### config.mk
export PLATFORM = sky130hd
export DESIGN_NAME = scan_clk_gen
export DESIGN_NICKNAME = d
export VERILOG_FILES = /design/src/rtl/scan_clk_gen.sv
export SDC_FILE = /design/constraint.sdc
export NUM_CORES = 1
export LEC_CHECK = 0
export ABC_CLOCK_PERIOD_IN_PS = 2700
export CAP_MARGIN = 40
export CORE_MARGIN = 4
export CORE_UTILIZATION = 55
export CTS_BUF_LIST = sky130_fd_sc_hd__clkbuf_16
export DETAILED_ROUTE_END_ITERATION = 8
export GPL_ROUTABILITY_DRIVEN = 0
export PLACE_DENSITY = 0.77
export SLEW_MARGIN = 15
export SYNTH_ARGS = -nofsm -noshare
export SYNTH_HDL_FRONTEND = slang
export SYNTH_SLANG_ARGS = --single-unit
### constraint.sdc
create_clock -name clk -period 2.7 [get_ports clk]
set_input_delay 0.54 -clock clk [delete_from_list [all_inputs] [get_ports clk]]
set_output_delay 0.54 -clock clk [all_outputs]
set_load 0.1 [all_outputs]
### src/rtl/scan_clk_gen.sv
// scan_clk_gen: runtime clock divider plus multiplexed display digit scanner.
//
// Optional feature macro: SCAN_DEADTIME_EN adds DEAD_CYC all-anodes-off
// cycles after each digit slot. The default build has no dead time.
//
// Ports:
//   clk        - sole clock, all state on rising edge
//   rst        - synchronous active-high reset (overrides en)
//   en         - count enable; low freezes counters and outputs
//   div_limit  - divider terminal count, divclk period = 2*(div_limit+1)
//   blank_mask - bit k = 1 blanks digit k during its slot
//   divclk     - registered divided clock, 50% duty
//   div_tick   - registered one-cycle pulse on every divclk toggle
//   AN         - registered active-low one-hot digit anodes
//   dig_idx    - index of the digit owning the current slot
module scan_clk_gen #(
   parameter int unsigned DIVW     = 26,
   parameter int unsigned NDIG     = 4,
   parameter int unsigned IDXW     = 2,
   parameter int unsigned SCAN_CNT = 131072,
   parameter int unsigned DEAD_CYC = 16
) (
   input  logic            clk,
   input  logic            rst,
   input  logic            en,
   input  logic [DIVW-1:0] div_limit,
   input  logic [NDIG-1:0] blank_mask,
   output logic            divclk,
   output logic            div_tick,
   output logic [NDIG-1:0] AN,
   output logic [IDXW-1:0] dig_idx
);

   // One counter serves both the show and the dead phase of a slot.
   localparam int unsigned CNT_MAX = (SCAN_CNT > DEAD_CYC) ? SCAN_CNT : DEAD_CYC;
   localparam int unsigned CNTW    = (CNT_MAX > 1) ? $clog2(CNT_MAX) : 1;
   localparam logic [CNTW-1:0] SCAN_LAST = CNTW'(SCAN_CNT - 1);
`ifdef SCAN_DEADTIME_EN
   localparam logic [CNTW-1:0] DEAD_LAST = CNTW'(DEAD_CYC - 1);
`endif
   localparam logic [IDXW-1:0] IDX_LAST  = IDXW'(NDIG - 1);

   typedef enum logic {
      SHOW = 1'b0,
      DEAD = 1'b1
   } state_t;

   state_t          state, state_nx;
   logic [DIVW-1:0] div_cnt, div_cnt_nx;
   logic            divclk_nx, div_tick_nx;
   logic [CNTW-1:0] scan_cnt, scan_cnt_nx;
   logic [IDXW-1:0] dig_idx_nx, idx_inc;
   logic [NDIG-1:0] an_nx;

   // Active-low anode pattern for one digit, all-off when that digit is blanked.
   function automatic logic [NDIG-1:0] anode(input logic [IDXW-1:0] idx,
                                             input logic [NDIG-1:0] mask);
      logic [NDIG-1:0] a;
      a = '1;
      for (int unsigned k = 0; k < NDIG; k++) begin
         if ((idx == IDXW'(k)) && !mask[k]) a[k] = 1'b0;
      end
      return a;
   endfunction

   // Divider: >= compare so a lowered div_limit wraps instead of overflowing.
   always_comb begin
      div_cnt_nx  = div_cnt;
      divclk_nx   = divclk;
      div_tick_nx = 1'b0;
      if (en) begin
         if (div_cnt >= div_limit) begin
            div_cnt_nx  = '0;
            divclk_nx   = ~divclk;
            div_tick_nx = 1'b1;
         end else begin
            div_cnt_nx  = div_cnt + DIVW'(1);
         end
      end
   end

   // Scan FSM next state; AN follows the next state so AN and dig_idx stay aligned.
   always_comb begin
      state_nx    = state;
      scan_cnt_nx = scan_cnt;
      dig_idx_nx  = dig_idx;
      an_nx       = AN;
      idx_inc     = (dig_idx == IDX_LAST) ? '0 : dig_idx + IDXW'(1);
      if (en) begin
         case (state)
            SHOW: begin
               if (scan_cnt >= SCAN_LAST) begin
                  scan_cnt_nx = '0;
                  dig_idx_nx  = idx_inc;
`ifdef SCAN_DEADTIME_EN
                  state_nx    = DEAD;
`endif
               end else begin
                  scan_cnt_nx = scan_cnt + CNTW'(1);
               end
            end
            DEAD: begin
`ifdef SCAN_DEADTIME_EN
               if (scan_cnt >= DEAD_LAST) begin
                  state_nx    = SHOW;
                  scan_cnt_nx = '0;
               end else begin
                  scan_cnt_nx = scan_cnt + CNTW'(1);
               end
`else
               state_nx    = SHOW;
               scan_cnt_nx = '0;
`endif
            end
         endcase
         an_nx = (state_nx == SHOW) ? anode(dig_idx_nx, blank_mask) : '1;
      end
   end

   // All state registers; reset aborts any slot or dead time immediately.
   always_ff @(posedge clk) begin
      if (rst) begin
         state    <= SHOW;
         div_cnt  <= '0;
         divclk   <= 1'b0;
         div_tick <= 1'b0;
         scan_cnt <= '0;
         dig_idx  <= '0;
         AN       <= '1;
      end else begin
         state    <= state_nx;
         div_cnt  <= div_cnt_nx;
         divclk   <= divclk_nx;
         div_tick <= div_tick_nx;
         scan_cnt <= scan_cnt_nx;
         dig_idx  <= dig_idx_nx;
         AN       <= an_nx;
      end
   end

endmodule

## After elaboration in Yosys (flattened, before gate mapping)

Cells that the tools add are included.

| operators by class | value |
|---|---|
| add/sub/neg operators | 3 |
| multiplexer cells | 14 |
| reduce and logical (&&, ||, !) cells | 11 |
| magnitude comparators | 2 |
| equality and inequality tests | 4 |
| bitwise logic cells | 3 |

Operators by type and width:

| kind | count |
|---|---|
| 17-bit case mux with 2 select lines | 1 |
| 26-bit by 1-bit adder with 26-bit output (second input constant) | 1 |
| 26-bit greater-or-equal comparator | 1 |
| 26-bit two-way mux | 1 |
| 17-bit by 1-bit adder with 17-bit output (second input constant) | 1 |
| 17-bit greater-or-equal comparator (second input constant) | 1 |
| 17-bit two-way mux | 1 |
| 2-bit two-way mux | 4 |
| 2-bit == test (second input constant) | 3 |
| 1-bit two-way mux | 6 |
| 1-bit logical AND | 4 |
| 1-bit logical NOT | 4 |
| 4-bit two-way mux | 1 |
| 1-bit inverter | 3 |
| 2-bit by 1-bit adder with 2-bit output (second input constant) | 1 |
| 2-bit by 1-bit == test with 1-bit output (second input constant) | 1 |
| 2-bit logical NOT | 1 |
| 2-bit AND reduction | 1 |
| 2-bit OR reduction | 1 |

| storage, ports and cells | value |
|---|---|
| output and inout bits | 8 |
| register bits after elaboration | 52 |
| logic and storage cells | 44 |
| input port bits | 33 |

## Depth between registers and ports, before layout

| depth | value |
|---|---|
| word-level depth | 9 |
| depth in mapped cells | 9 |
| depth with buffers taken out | 9 |

## Worst setup path after synthesis

Ideal clock, no wire load.

| timing path | value |
|---|---|
| path kind | input port to flip-flop |
| start point | input div_limit[24] |
| end point | register divclk |
| library setup time | 0.121 ns |
| cell stages on the path | 8 |
| data required time | 2.579 ns |
| data arrival time | 2.074 ns |
| slack | 0.505 ns |
| path buffers | 0 |
| cell sequence | inv_1 ha_1 nand4_2 nor4b_4 o211a_1 o31ai_2 a21oi_4 mux2_4 |

| on the way | value |
|---|---|
| word-level cells in the longest chain between the ends | 2 |

Ends and longest elaborated chain:

| item | RTL line | text |
|---|---|---|
| start, declared | 26 | `input logic [DIVW-1:0] div_limit,` |
| 26-bit greater-or-equal comparator | 72 | `if (div_cnt >= div_limit) begin` |
| 2-bit AND reduction (no source line) | -- |  |
| end signal, assigned | 133 | `divclk <= divclk_nx;` |
| end, declared | 28 | `output logic divclk,` |

No other way between the ends.
A chain may end at the register's enable or synchronous reset.

## Worst setup path after layout

| timing path | value |
|---|---|
| start point | input div_limit[20] |
| end point | register div_tick |

| on the way | value |
|---|---|
| word-level cells in the longest chain between the ends | 2 |

Ends and longest elaborated chain:

| item | RTL line | text |
|---|---|---|
| 26-bit greater-or-equal comparator | 72 |  |
| 1-bit two-way mux | 72 |  |
| end signal, assigned | 134 | `div_tick <= div_tick_nx;` |
| end, declared | 29 | `output logic div_tick,` |

No other way between the ends.

==> flow_metrics.tcl <==
set metrics [dict create \
    core-area_mm2 0.00517 \
    final_area_mm2 0.00361 \
    cap_violations 0 \
    grtUsageTotal_pct 20.1 \
    rows 26 \
    grt_pass1_vias 2398 \
    die_y_um 81.3 \
    p_leak_nw 1.57 \
    end_kind "register" \
    required_ns 2.93 \
    cts_tree "built" \
    cts_setup_buffers 0 \
    worst-r2r-setup-slack_ns 0.44 \
    layout-drive-gt1-share_pct 10.6 \
    area_delta_synth_final_pct 22.2 \
    drt_iter0_markers 93 \
    clock.fmax_ghz 0.418 \
    ys_warn_count 0 \
    rr_endpoint "AN[2]" \
    grt_max_degree 33 \
    period_share_pct 88.6 \
    initial_utilization_pct 57.2 \
    routed_wl_mm 6.19 \
    crit_type "in -> reg" \
    synth_top_area_share_pct 34.5 \
    dpl.hpwl_mm 4.55 \
    synth_nets 408 \
    vdd.ir_drop.worst_mv 0.369 \
    power.density_mw_per_mm2 440 \
    worst_ep_arrival_time_ns 2.63 \
    hold_depth 2 \
    postRouteAntennaNets 0 \
    final_common_cell "dfxtp_1" \
    h-tree-depth 2 \
    antenna_cells 0 \
    clock_latency_ns 0.29 \
    status "complete, no violations" \
    critPathMaxFanout 12 \
    slew_viol_final 0 \
    netlist_instances 345 \
    cts-resized-gates 0 \
    ys_types 40 \
    avgRoutedWirePerCell_um 13.3 \
    grt_antenna_before_repair 0 \
    hold_violations 0 \
    die_x_um 81.3 \
    fin_skew_ns 0.0100 \
    rsz0062_at_grt "false" \
    nFillCells 396 \
    clock_sinks 51 \
    die_area_mm2 0.00661 \
    synthTopCellsByArea "dfxtp_1, ha_1, xor2_1" \
    synth_area_leader_cell "dfxtp_1" \
    tightest_slew_ns 0.393 \
    grt_pass1_wl_mm 10.4 \
    overflow 0 \
    hold_path.class "reg -> reg" \
    synth.cell_area_mm2 0.00296 \
    clk_path_buf_depth 2 \
    total_power_w 0.00159 \
    hold_buffers 0 \
    ys_ff_latch 51 \
    ys_seq_area_share_pct 34.5 \
    drt_drc_violations_left 0 \
    cts_root_buffer "clkbuf_16" \
    io_buffers 40 \
    r2r_start "scan_cnt[5]" \
    place_area_mm2 0.00346 \
    critPathLaunch "div_limit[20]" \
    drt_pass1_iterations 4 \
    synth.avg_cell_area_um2 8.57 \
    cts_made_buffers 5 \
    setup_tns_ns 0 \
    num_vias 2499 \
    final_cell_mix "dfxtp_1, nor2_1, clkdlybuf4s50_1" \
    ioPinCount 41 \
    slew-limit-headroom_pct 73.0 \
    setup_viol 0 \
    min_delay_worst_endpoint "AN[3]" \
    r2r.worst_path.cells 9 \
    start_kind "primary input" \
    vias_per_cell 5.37 \
    cts.clk_slew.worst_paths_ns 0.07 \
    period_needed_ns 2.39 \
    final_nets 457 \
    hp-start "AN[3]" \
]
==> registers in the layout, indices dropped and copies added, names as in the netlist <==
signal,count
AN,4
dig_idx,2
div_tick,1
divclk,1
scan_cnt,17
div_cnt,26
==> logic make-up after synthesis <==
group,after synthesis,synth area share (%)
compound gates,34,7.70
xor+xnor,37,11.0
fa+ha+maj,30,12.7
buf+inv,39,5.63
flops,51,34.5
mux,5,1.86
simple gates,149,26.6
==> through the flow <==
step	util, %	hold slack [ns]	instances	setup slack (ns)
after floorplan	-	0.480	345	0.505
after global placement	66.9	0.467	457	0.0387
after detailed placement	66.9	0.475	457	-0.00332
after CTS	69.8	0.495	465	0.281
after global routing	69.8	0.538	465	0.0934
final	69.8	0.481	465	0.306
==> worst max path at each step <==
stage                           to  slack (ns)  cells past startpoint
final                     div_tick        0.31                     10
after global routing         AN[2]        0.09                      9
after CTS                 div_tick        0.28                     10
after detailed placement    divclk      -0.003                      9
after global placement      divclk        0.04                      9
after floorplan             divclk        0.51                      8
==> layout make-up <==
class / count / area [um^2] / share of cell area, %
Clock buffer: 5 / 125 / 3.46
Clock inverter: 3 / 26.3 / 0.727
Inverter: 28 / 105 / 2.91
Multi-Input combinational cell: 255 / 1770 / 49.0
Sequential cell: 51 / 1020 / 28.3
Tap cell: 70 / 87.6 / 2.42
Timing Repair Buffer: 53 / 478 / 13.2
==> Yosys cell counts (all sizes together) <==
master,number
and2,1
mux2i,4
o211a,1
o31ai,1
nor2b,4
clkbuf,3
dfxtp,51
nor4,1
a31oi,2
inv,28
nand4,16
nor2,39
nand2,21
nand2b,2
o211ai,1
o21a,1
a21boi,1
o21ai,5
and4,4
buf,8
xnor2,15
and3,10
a211oi,4
a21oi,16
xor2,22
mux2,1
o21bai,2
nor3,32
nor4b,3
ha,30
nand3,16
==> where the power goes <==
group          leakage, nW  total (W)  internal, W  switching (W)
combinational         1.09   0.000165    0.0000783      0.0000867
clock               0.0748   0.000654     0.000352       0.000302
sequential           0.412   0.000772     0.000761      0.0000113
total                 1.57    0.00159      0.00119       0.000400
==> layer usage <==
metal	vias up	wire length [um]	track usage [%]	share of wire, %
li1	1292	-	-	-
met2	50	2850	33.6	46
met5	-	0	0	0
met1	1148	2960	25.7	48
met4	0	86	6.59	1.4
met3	9	292	3.88	4.7
==> critical path: stages <==
cell             delay (ns)
clkdlybuf4s50_1        0.45
inv_1                  0.04
ha_1                   0.29
and4_1                 0.21
nor4b_4                0.23
o211a_1                0.20
o31ai_2                0.09
a21oi_4                0.20
buf_4                  0.21
nor2b_1                0.16
No activity file was read; power rests on OpenSTA's default activity.
